==> src/rtl/mem_port_arbiter_if.sv <==
// Bundle of requester (fetch/data) and memory-side signals around mem_port_arbiter.
// The arbiter uses the slave modport; the pipeline/memory environment uses master.
interface mem_port_arbiter_if;
    logic        if_req;
    logic [63:0] if_addr;
    logic [31:0] if_rdata;
    logic        if_valid;
    logic        if_stall;

    logic        d_req;
    logic        d_we;
    logic [63:0] d_addr;
    logic [63:0] d_wdata;
    logic [63:0] d_rdata;
    logic        d_valid;
    logic        d_stall;

    logic        err;

    logic        mem_en;
    logic        mem_we;
    logic [63:0] mem_addr;
    logic [63:0] mem_wdata;
    logic [63:0] mem_rdata;
    logic        mem_ready;

    modport master (
        output if_req, if_addr, d_req, d_we, d_addr, d_wdata, mem_rdata, mem_ready,
        input  if_rdata, if_valid, if_stall, d_rdata, d_valid, d_stall, err,
               mem_en, mem_we, mem_addr, mem_wdata
    );

    modport slave (
        input  if_req, if_addr, d_req, d_we, d_addr, d_wdata, mem_rdata, mem_ready,
        output if_rdata, if_valid, if_stall, d_rdata, d_valid, d_stall, err,
               mem_en, mem_we, mem_addr, mem_wdata
    );
endinterface

==> src/rtl/mem_port_arbiter.sv <==
// Single-outstanding arbiter between instruction fetch and MEM-stage data for one
// 64-bit memory port: data has priority, fetch wins after STARVE_MAX lost rounds.
module mem_port_arbiter #(
    parameter int STARVE_MAX = 4,
    parameter int TIMEOUT    = 16
) (
    input logic              i_clk,
    input logic              i_rst_n,
    mem_port_arbiter_if.slave io_bus
);

    localparam int SW = $clog2(STARVE_MAX + 1);
    localparam int WW = $clog2(TIMEOUT + 1);

    typedef enum logic [1:0] {
        IDLE,
        IF_WAIT,
        D_WAIT,
        RESP
    } state_t;

    state_t          r_state;
    state_t          w_next_state;
    logic            w_grant_d;
    logic            w_grant_i;
    logic            w_done;
    logic            w_timeout;
    logic [SW-1:0]   r_starve_cnt;
    logic [WW-1:0]   r_wait_cnt;
    logic            r_bit2;
    logic            r_mem_en;
    logic            r_mem_we;
    logic [63:0]     r_mem_addr;
    logic [63:0]     r_mem_wdata;
    logic [31:0]     r_if_rdata;
    logic [63:0]     r_d_rdata;
    logic            r_if_valid;
    logic            r_d_valid;
    logic            r_err;
    logic            w_unused;

    assign w_unused = &{1'b0, io_bus.if_addr[1:0]};

    always_ff @(posedge i_clk) begin
        if (!i_rst_n) begin
            r_state <= IDLE;
        end else begin
            r_state <= w_next_state;
        end
    end

    // The WAIT state itself records which requester owns the in-flight access.
    always_comb begin
        w_next_state = r_state;
        w_grant_d    = 1'b0;
        w_grant_i    = 1'b0;
        w_done       = 1'b0;
        w_timeout    = 1'b0;
        case (r_state)
            IDLE: begin
                if (io_bus.d_req && (!io_bus.if_req || r_starve_cnt < SW'(STARVE_MAX))) begin
                    w_grant_d    = 1'b1;
                    w_next_state = D_WAIT;
                end else if (io_bus.if_req) begin
                    w_grant_i    = 1'b1;
                    w_next_state = IF_WAIT;
                end
            end
            IF_WAIT, D_WAIT: begin
                if (io_bus.mem_ready) begin
                    w_done       = 1'b1;
                    w_next_state = RESP;
                end else if (r_wait_cnt == WW'(TIMEOUT - 1)) begin
                    w_timeout    = 1'b1;
                    w_next_state = RESP;
                end
            end
            RESP:    w_next_state = IDLE;
            default: w_next_state = IDLE;
        endcase
    end

    always_ff @(posedge i_clk) begin
        if (!i_rst_n) begin
            r_starve_cnt <= '0;
            r_wait_cnt   <= '0;
            r_bit2       <= 1'b0;
            r_mem_en     <= 1'b0;
            r_mem_we     <= 1'b0;
            r_mem_addr   <= '0;
            r_mem_wdata  <= '0;
            r_if_rdata   <= '0;
            r_d_rdata    <= '0;
            r_if_valid   <= 1'b0;
            r_d_valid    <= 1'b0;
            r_err        <= 1'b0;
        end else begin
            r_if_valid <= 1'b0;
            r_d_valid  <= 1'b0;
            r_err      <= 1'b0;

            if (w_grant_d) begin
                r_mem_en    <= 1'b1;
                r_mem_we    <= io_bus.d_we;
                r_mem_addr  <= io_bus.d_addr;
                r_mem_wdata <= io_bus.d_wdata;
                r_wait_cnt  <= '0;
                if (io_bus.if_req && r_starve_cnt != SW'(STARVE_MAX)) begin
                    r_starve_cnt <= r_starve_cnt + SW'(1);
                end
            end

            if (w_grant_i) begin
                r_mem_en     <= 1'b1;
                r_mem_we     <= 1'b0;
                r_mem_addr   <= {io_bus.if_addr[63:3], 3'b000};
                r_bit2       <= io_bus.if_addr[2];
                r_wait_cnt   <= '0;
                r_starve_cnt <= '0;
            end

            if (r_state == IF_WAIT || r_state == D_WAIT) begin
                r_wait_cnt <= r_wait_cnt + WW'(1);
            end

            // A timed-out access still completes, but with zeroed read data and err set.
            if (w_done || w_timeout) begin
                r_mem_en <= 1'b0;
                r_err    <= w_timeout;
                if (r_state == IF_WAIT) begin
                    r_if_valid <= 1'b1;
                    if (w_timeout) begin
                        r_if_rdata <= '0;
                    end else begin
                        r_if_rdata <= r_bit2 ? io_bus.mem_rdata[63:32] : io_bus.mem_rdata[31:0];
                    end
                end else begin
                    r_d_valid <= 1'b1;
                    if (w_timeout) begin
                        r_d_rdata <= '0;
                    end else if (!r_mem_we) begin
                        r_d_rdata <= io_bus.mem_rdata;
                    end
                end
            end
        end
    end

    assign io_bus.mem_en    = r_mem_en;
    assign io_bus.mem_we    = r_mem_we;
    assign io_bus.mem_addr  = r_mem_addr;
    assign io_bus.mem_wdata = r_mem_wdata;
    assign io_bus.if_rdata  = r_if_rdata;
    assign io_bus.if_valid  = r_if_valid;
    assign io_bus.d_rdata   = r_d_rdata;
    assign io_bus.d_valid   = r_d_valid;
    assign io_bus.err       = r_err;
    assign io_bus.if_stall  = io_bus.if_req & ~r_if_valid;
    assign io_bus.d_stall   = io_bus.d_req & ~r_d_valid;

endmodule

==> src/flat_wrapper.sv <==
// flat-port wrapper written by rule: the top's interface ports become plain ports
module mem_port_arbiter_flat 
#(
    parameter int STARVE_MAX = 4,
    parameter int TIMEOUT    = 16
)
  (i_clk, i_rst_n, io_bus_if_req, io_bus_if_addr, io_bus_d_req, io_bus_d_we, io_bus_d_addr, io_bus_d_wdata, io_bus_mem_rdata, io_bus_mem_ready, io_bus_if_rdata, io_bus_if_valid, io_bus_if_stall, io_bus_d_rdata, io_bus_d_valid, io_bus_d_stall, io_bus_err, io_bus_mem_en, io_bus_mem_we, io_bus_mem_addr, io_bus_mem_wdata);
  mem_port_arbiter_if io_bus_i ();
  input logic i_clk;
  input logic i_rst_n;
  input wire logic [$bits(io_bus_i.if_req)-1:0] io_bus_if_req;
  input wire logic [$bits(io_bus_i.if_addr)-1:0] io_bus_if_addr;
  input wire logic [$bits(io_bus_i.d_req)-1:0] io_bus_d_req;
  input wire logic [$bits(io_bus_i.d_we)-1:0] io_bus_d_we;
  input wire logic [$bits(io_bus_i.d_addr)-1:0] io_bus_d_addr;
  input wire logic [$bits(io_bus_i.d_wdata)-1:0] io_bus_d_wdata;
  input wire logic [$bits(io_bus_i.mem_rdata)-1:0] io_bus_mem_rdata;
  input wire logic [$bits(io_bus_i.mem_ready)-1:0] io_bus_mem_ready;
  output wire logic [$bits(io_bus_i.if_rdata)-1:0] io_bus_if_rdata;
  output wire logic [$bits(io_bus_i.if_valid)-1:0] io_bus_if_valid;
  output wire logic [$bits(io_bus_i.if_stall)-1:0] io_bus_if_stall;
  output wire logic [$bits(io_bus_i.d_rdata)-1:0] io_bus_d_rdata;
  output wire logic [$bits(io_bus_i.d_valid)-1:0] io_bus_d_valid;
  output wire logic [$bits(io_bus_i.d_stall)-1:0] io_bus_d_stall;
  output wire logic [$bits(io_bus_i.err)-1:0] io_bus_err;
  output wire logic [$bits(io_bus_i.mem_en)-1:0] io_bus_mem_en;
  output wire logic [$bits(io_bus_i.mem_we)-1:0] io_bus_mem_we;
  output wire logic [$bits(io_bus_i.mem_addr)-1:0] io_bus_mem_addr;
  output wire logic [$bits(io_bus_i.mem_wdata)-1:0] io_bus_mem_wdata;
  assign io_bus_i.if_req = io_bus_if_req;
  assign io_bus_i.if_addr = io_bus_if_addr;
  assign io_bus_i.d_req = io_bus_d_req;
  assign io_bus_i.d_we = io_bus_d_we;
  assign io_bus_i.d_addr = io_bus_d_addr;
  assign io_bus_i.d_wdata = io_bus_d_wdata;
  assign io_bus_i.mem_rdata = io_bus_mem_rdata;
  assign io_bus_i.mem_ready = io_bus_mem_ready;
  assign io_bus_if_rdata = io_bus_i.if_rdata;
  assign io_bus_if_valid = io_bus_i.if_valid;
  assign io_bus_if_stall = io_bus_i.if_stall;
  assign io_bus_d_rdata = io_bus_i.d_rdata;
  assign io_bus_d_valid = io_bus_i.d_valid;
  assign io_bus_d_stall = io_bus_i.d_stall;
  assign io_bus_err = io_bus_i.err;
  assign io_bus_mem_en = io_bus_i.mem_en;
  assign io_bus_mem_we = io_bus_i.mem_we;
  assign io_bus_mem_addr = io_bus_i.mem_addr;
  assign io_bus_mem_wdata = io_bus_i.mem_wdata;
  mem_port_arbiter #(.STARVE_MAX(STARVE_MAX), .TIMEOUT(TIMEOUT)) u_core (.i_clk(i_clk), .i_rst_n(i_rst_n), .io_bus(io_bus_i));
endmodule
==> config.mk <==
export PLATFORM = sky130hd
export DESIGN_NAME = mem_port_arbiter_flat
export DESIGN_NICKNAME = d
export VERILOG_FILES = /design/src/rtl/mem_port_arbiter_if.sv /design/src/rtl/mem_port_arbiter.sv /design/src/flat_wrapper.sv
export SDC_FILE = /design/constraint.sdc
export NUM_CORES = 1
export LEC_CHECK = 0
export ABC_AREA = 1
export CAP_MARGIN = 30
export CORE_AREA = 2 2 193 195
export CTS_CLUSTER_SIZE = 30
export DETAILED_ROUTE_END_ITERATION = 16
export DIE_AREA = 0 0 195 197
export PLACE_DENSITY_LB_ADDON = 0.1
export SYNTH_ARGS = -nofsm -noshare
export SYNTH_HDL_FRONTEND = slang
export SYNTH_SLANG_ARGS = --single-unit
==> constraint.sdc <==
create_clock -name i_clk -period 2.6 [get_ports i_clk]
set_clock_uncertainty 0.15 [all_clocks]
set_input_delay 0.39 -clock i_clk [delete_from_list [all_inputs] [get_ports i_clk]]
set_output_delay 0.39 -clock i_clk [all_outputs]
set_load 0.1 [all_outputs]
==> metrics.csv, run 1 <==
stage,metric,value,unit
drt,vias per inst,4.50,
synth,top cell type's share of synthesized area,45.5,%
place,Placed Area,0.0153,mm2
drt,Iter 0 DRT Violations,501,
place,HPWL after detailed placement,30.8,mm
timing,crit share post-route,89.0,%
finish,post-route cell area,0.0165,mm2
place,"worst slack, placed",0.243,ns
critical_path,critical path class,reg2reg,
timing,worst hold slack,0.222,ns
floorplanning,Core Region,0.0363,mm2
cts,htree depth,1,
synth,YS warnings,0,
timing,fin crit period,2.31,ns
global_route,largest net degree at the start of global routing,83,
cts,CTS tree,built,
drt,M1 wire length,17.1,mm
critical_path,Critical Path End Type,flip-flop,
drt,routed wl met3,3.22,mm
finish,share of post-route cells with drive strength above 1,16.1,%
finish,fin cells,2530,
global_route,gr usage total,21.0,%
worst_hold_path,Min-Delay Path Class,in2reg,
global_route,gr ovfl total,0,
worst_hold_path,Hold Path Origin,io_bus_d_wdata[26],
synth,Synth area leaders,"dfxtp_1 (45%), nand2_1 (20%), nand3_1 (8.8%), inv_1 (6.4%), a21oi_1 (5.0%)",
critical_path,worst reg-to-reg path cell count,11,
critical_path,critical path cell sequence,"ha_1, nand2_1, nor2_1, ha_1, nand3_4, o21ai_4, nand2_2, buf_12, nand2_1, nand2_1, nor2_1",
cts,worst-case clock buffer depth,3,
critical_path,launch point of the critical path,u_core.r_wait_cnt[0],
synth,leading area contributor after synthesis,dfxtp_1,
timing,Max transition margin,49.6,%
critical_path,CP max FO,40,
floorplanning,die width,195,um
critical_path,CP top delay family,simple AND/OR/NAND/NOR gates,
floorplanning,Die H,197,um
outcome,status,completed,
global_route,first-pass GRT wire length,63.1,mm
floorplanning,Top Ports,493,
drt,number of iterations in the first detailed-routing pass,5,
timing,Setup TNS Final,0,ns
drt,metal2 WL,20.7,mm
cts,worst skew pair latency,0.57,ns
run,MaxCap Viol Count,0,
finish,nets@finish,2306,
finish,final core occ,45.5,%
global_route,vias in the first global route,10852,
synth,"FF+latch count, synth",240,
critical_path,CP arrival,2.66,ns
cts,Root Buffer,clkbuf_16,
critical_path,FF-to-FF Start,u_core.r_wait_cnt[0],
timing,fmax,432,MHz
synth,syn_nets,1864,
drt,DR top layer,met5,
global_route,initial antenna violation count,2,
cts,CTS buffer count,30,
place,gpl congestion,0.811,
synth,cells after synthesis,1595,
cts,"CTS clk-pin slew, worst paths",0.06,ns
power_and_ir_drop,LEAKAGE,8.17,nW
drt,"wirelength, routed",42.0,mm
finish,Layout area overhead,56.3,%
cts,CTS Sinks,240,
synth,sequential fraction of the synthesis area,45.5,%
critical_path,crit path buf inv count,1,
critical_path,critical path depth in cells,11,
drt,antenna-violating nets left,0,
floorplanning,die area,0.0384,mm2
place,Placed Cells,2472,
timing,Setup Viol. Count Final,0,
drt,Routed WL per cell,16.6,um
place,Port Buf Inserts,490,
critical_path,CP max stage cell,dfxtp_1,
critical_path,Most Frequent Cell on Critical Path,nand2_1,
timing,Worst Slack Setup Final,0.285,ns
timing,max-slew violations,0,
critical_path,worst path required time,2.95,ns
power_and_ir_drop,VDD IR max,0.591,mV
synth,post-synth cell types,24,
timing,Hold Fails Final Rpt,0,
drt,Vias,11384,
timing,setup repair after global routing missed its margin,no,
finish,"most common cell after layout, fill and taps aside",nand2_1,
critical_path,CP peak stage delay,0.37,ns
synth,syn avg cell area,6.62,um2
power_and_ir_drop,pwr dens,1140,mW/mm2
drt,DR DRC count,0,
floorplanning,Starting Density,29.1,%
floorplanning,FP Rows,70,
power_and_ir_drop,Final Total Pwr,18.8,mW
worst_hold_path,Worst Hold Depth,3,
timing,worst slew pin tran,0.757,ns
critical_path,startpoint types,flip-flop,
synth,Syn Std Cell Area,0.0106,mm2
finish,"leading cell types in the layout, fill and taps excluded","nand2_1 (571), clkdlybuf4s50_1 (258), buf_4 (248), dfxtp_1 (239), nand3_1 (186)",
[cell families after synthesis]
logic type | count (synthesis) | synth area share, %
adder cells (fa/ha/maj) | 7 | 0.829
buffers and inverters | 293 | 11.3
AND/OR/NAND/NOR | 875 | 33.7
AO/OA/AOI/OAI | 180 | 8.64
flip-flops | 240 | 45.5
[final timing paths]
check,slack (ns),end
hold reg to reg,0.31,u_core.io_bus.mem_wdata[25]
setup / recovery,0.29,u_core.io_bus.d_rdata[4]
setup reg to reg,0.29,u_core.io_bus.d_rdata[4]
hold / removal,0.22,u_core.io_bus.mem_wdata[26]
[worst register-to-register path, cell delays in order, from the launching register on]
cell and delay, ns:
dfxtp_1 0.37, ha_1 0.18, nand2_1 0.08, nor2_1 0.10
ha_1 0.23, nand3_4 0.24, o21ai_4 0.17, nand2_2 0.23
buf_12 0.26, nand2_1 0.10, nand2_1 0.04, nor2_1 0.10
[flip-flops by register name, indices dropped and copies added, names as in the netlist]
register                 cells
u_core.io_bus.d_rdata       64
u_core.r_bit2                1
u_core.io_bus.mem_en         1
u_core.io_bus.mem_addr      64
u_core.io_bus.if_rdata      32
u_core.io_bus.mem_wdata     64
u_core.io_bus.if_valid       1
u_core.io_bus.err            1
u_core.io_bus.d_valid        1
u_core.r_wait_cnt            5
u_core.r_state               2
u_core.r_starve_cnt          3
u_core.io_bus.mem_we         1
[Yosys cell counts]
library cell and n:
o21ai_0 45, dfxtp_1 240, nand3_2 2, nand3_4 1, buf_2 52, nor2_1 108
a21oi_1 106, clkbuf_1 32, nand3b_1 1, inv_1 181, o21ai_1 25, inv_2 3
buf_1 16, nand2_2 3, a211oi_1 1, ha_1 7, o21ai_2 1, buf_4 9
nand2_1 572, or2_2 1, o211ai_1 1, o21a_1 1, nand4_1 1, nand3_1 186
[report_power, final]
| group | internal [mW] | switching, mW | total (mW) |
|---|---|---|---|
| sequential | 4.37 | 0.383 | 4.76 |
| clock | 3.08 | 1.73 | 4.81 |
| combinational | 2.11 | 7.12 | 9.23 |
[layer usage]
metal	global-route usage [%]	vias to the layer above
met5	0	-
met4	6.59	2
met3	5.73	52
met2	36.8	352
met1	24.8	5177
li1	-	5801
[final cells by class]
cell class                 count  area [um2]
antenna                        1        2.50
clock buffer                  37         837
clock inverter                19         315
fill                        3805       19800
inverter                     184         692
multi-input combinational   1062        4580
sequential                   240        4810
tap                          468         586
timing repair buffer         519        4690
[repair_timing]
action / 4_1_cts / 5_1_grt
buffers inserted: 0 / 0
hold buffers: 1 / 0
endpoints found under the hold margin: 21 / 0
gates resized for setup: 0 / 1
endpoints found under the setup margin: 0 / 3
(Power assumes the default switching activity.)
==> run 2, diff against run 1 <==
==> constraint.sdc (replaced) <==
create_clock -name i_clk -period 2.5 [get_ports i_clk]
set_clock_uncertainty 0.15 [all_clocks]
set_input_delay 0.375 -clock i_clk [delete_from_list [all_inputs] [get_ports i_clk]]
set_output_delay 0.375 -clock i_clk [all_outputs]
set_load 0.1 [all_outputs]
==> run 2 against run 1 <==
Die area stayed put. Global-route usage is 0.42 points lower. Sequential power is 4% higher. Sequential cell count stayed put. Worst hold slack worse by 0.12 ns. First-iteration DRC count is 12% lower. Critical endpoint is now u_core.io_bus.if_rdata[16]. Combinational power is 3.8% higher. Power is 0.66% lower. Via count is 0.26% lower.
==> metrics.csv, run 2 (synthesized netlist as in run 1, its figures left out) <==
stage,metric,value,unit,change
outcome,status,completed,,
floorplanning,Core Region,0.0363,mm2,unchanged
power_and_ir_drop,LEAKAGE,8.07,nW,-1.2%
finish,area of the multi-input gates,0.00459,mm2,about the same
critical_path,CP max stage cell,ha_1,,
timing,worst slew pin tran,0.608,ns,-0.149 ns
cts,worst-case clock buffer depth,3,,unchanged
global_route,initial antenna violation count,1,,-1
cts,worst skew pair latency,0.56,ns,about the same
cts,Root Buffer,clkbuf_16,,
critical_path,Critical Path End Type,flip-flop,,
cts,"Setup Fix Bufs, Post-CTS",0,,unchanged
timing,Max transition margin,59.5,%,+9.9 points
critical_path,CP max FO,32,,-20%
finish,"leading cell types in the layout, fill and taps excluded","nand2_1 (571), clkdlybuf4s50_1 (258), buf_4 (242), dfxtp_1 (239), nand3_1 (186)",,
power_and_ir_drop,Final Total Pwr,18.7,mW,-0.66%
global_route,met1 GRT Util,25.0,%,+0.20 points
drt,number of iterations in the first detailed-routing pass,5,,unchanged
drt,vias per inst,4.51,,+0.21%
cts,# hold bufs at CTS,0,,-1
cts,post_cts resized,0,,unchanged
finish,share of post-route cells with drive strength above 1,15.5,%,-0.60 points
timing,fmax,476,MHz,+10%
run,MaxCap Viol Count,0,,unchanged
finish,"most common cell after layout, fill and taps aside",nand2_1,,
floorplanning,FP Rows,70,,unchanged
global_route,vias in the first global route,10864,,+0.11%
drt,Vias,11354,,-0.26%
finish,nets@finish,2302,,-0.17%
timing,Hold Fails Final Rpt,0,,unchanged
global_route,M2 GR Usage,36.4,%,-0.42 points
cts,CTS tree,built,,
floorplanning,Starting Density,29.1,%,unchanged
worst_hold_path,Min-Delay Path Class,in2reg,,
floorplanning,die area,0.0384,mm2,unchanged
place,HPWL after detailed placement,30.0,mm,-2.6%
floorplanning,Top Ports,493,,unchanged
critical_path,startpoint types,flip-flop,,
timing,Setup TNS Final,0,ns,unchanged
critical_path,critical path cell sequence,"inv_1, ha_1, nand3_4, nand2_2, nand2_1, buf_4, nand3_1, o21ai_0",,
finish,fill cell count,3814,,+0.24%
place,Port Buf Inserts,490,,unchanged
critical_path,CP arrival,2.38,ns,-0.28 ns
critical_path,CP peak stage delay,0.51,ns,+0.14 ns
critical_path,critical path class,reg2reg,,
finish,diode count,0,,-1
finish,Layout area overhead,54.3,%,
timing,fin crit period,2.10,ns,-0.213 ns
power_and_ir_drop,pwr dens,1150,mW/mm2,+0.58%
global_route,gr usage total,20.5,%,-0.42 points
global_route,first-pass GRT wire length,62.4,mm,-1.0%
drt,Routed WL per cell,16.5,um,-0.87%
critical_path,worst path required time,2.78,ns,-0.17 ns
floorplanning,Die H,197,um,unchanged
critical_path,crit path buf inv count,2,,+1
cts,CTS Sinks,240,,unchanged
timing,Setup Viol. Count Final,0,,unchanged
critical_path,CP top delay family,simple AND/OR/NAND/NOR gates,,
timing,setup repair after global routing missed its margin,no,,
drt,DR DRC count,0,,unchanged
place,gpl congestion,0.785,,-3.2%
finish,sequential cell area,0.00481,mm2,unchanged
global_route,met3 Use GR,5.12,%,-0.62 points
timing,worst hold slack,0.0988,ns,-0.123 ns
drt,antenna-violating nets left,0,,unchanged
global_route,gr ovfl total,0,,unchanged
drt,Iter 0 DRT Violations,439,,-12%
drt,"wirelength, routed",41.5,mm,-1.3%
cts,CTS buffer count,29,,-3.3%
cts,"CTS clk-pin slew, worst paths",0.06,ns,about the same
global_route,largest net degree at the start of global routing,73,,-12%
power_and_ir_drop,VDD IR max,0.599,mV,+1.4%
timing,max-slew violations,0,,unchanged
cts,htree depth,1,,unchanged
global_route,busiest metal layer after global routing,met2,,
floorplanning,die width,195,um,unchanged
place,"worst slack, placed",0.338,ns,+0.0948 ns
timing,crit share post-route,84.1,%,-5.0 points
timing,Worst Slack Setup Final,0.399,ns,+0.113 ns
==> run 2: changes by cell type in the layout (fill, tap and decap cells not counted), sizes merged <==
cell         change
bufinv           -7
clkbuf           +6
clkinv           -5
buf              -2
clkinvlp         -2
diode            -1
dlygate4sd3      -1
==> run 2: stage by stage <==
stage          cell area [um2]  utilization, %  std cells
5_1_grt                  16300            45.0       2518
2_1_floorplan            10600               -       1595
3_5_place_dp             15400            42.4       2470
6_report                 16300            45.0       2518
4_1_cts                  16300            45.0       2518
3_3_place_gp             15400            42.4       2470
==> run 2: layout make-up <==
cell class | count | share of cell area [%]
Multi-Input combinational cell | 1062 | 28.1
Inverter | 184 | 4.24
Tap cell | 468 | 3.59
Clock buffer | 43 | 5.26
Timing Repair Buffer | 516 | 28.9
Clock inverter | 5 | 0.399
Sequential cell | 240 | 29.5
==> run 2: final timing paths <==
check                              startpoint                           to  slack, ns  cells past startpoint
setup / recovery            u_core.r_state[0]   u_core.io_bus.if_rdata[16]       0.40                      8
hold / removal                        i_rst_n         u_core.r_wait_cnt[4]        0.1                      2
setup reg to reg            u_core.r_state[0]   u_core.io_bus.if_rdata[16]       0.40                      8
hold reg to reg   u_core.io_bus.mem_wdata[16]  u_core.io_bus.mem_wdata[16]       0.31                      2
==> run 2: layer usage <==
metal | share of wire [%] | routed length, um
met5 | 0 | 0
met4 | 2.1 | 856
met3 | 7.6 | 3140
met2 | 49 | 20300
met1 | 41 | 17200
==> run 2: where the power goes <==
part	internal [mW]	switching (mW)	total [mW]	leakage, nW
Sequential	4.55	0.404	4.95	1.96
Combinational	2.18	7.40	9.58	5.64
Clock	2.45	1.69	4.14	0.458
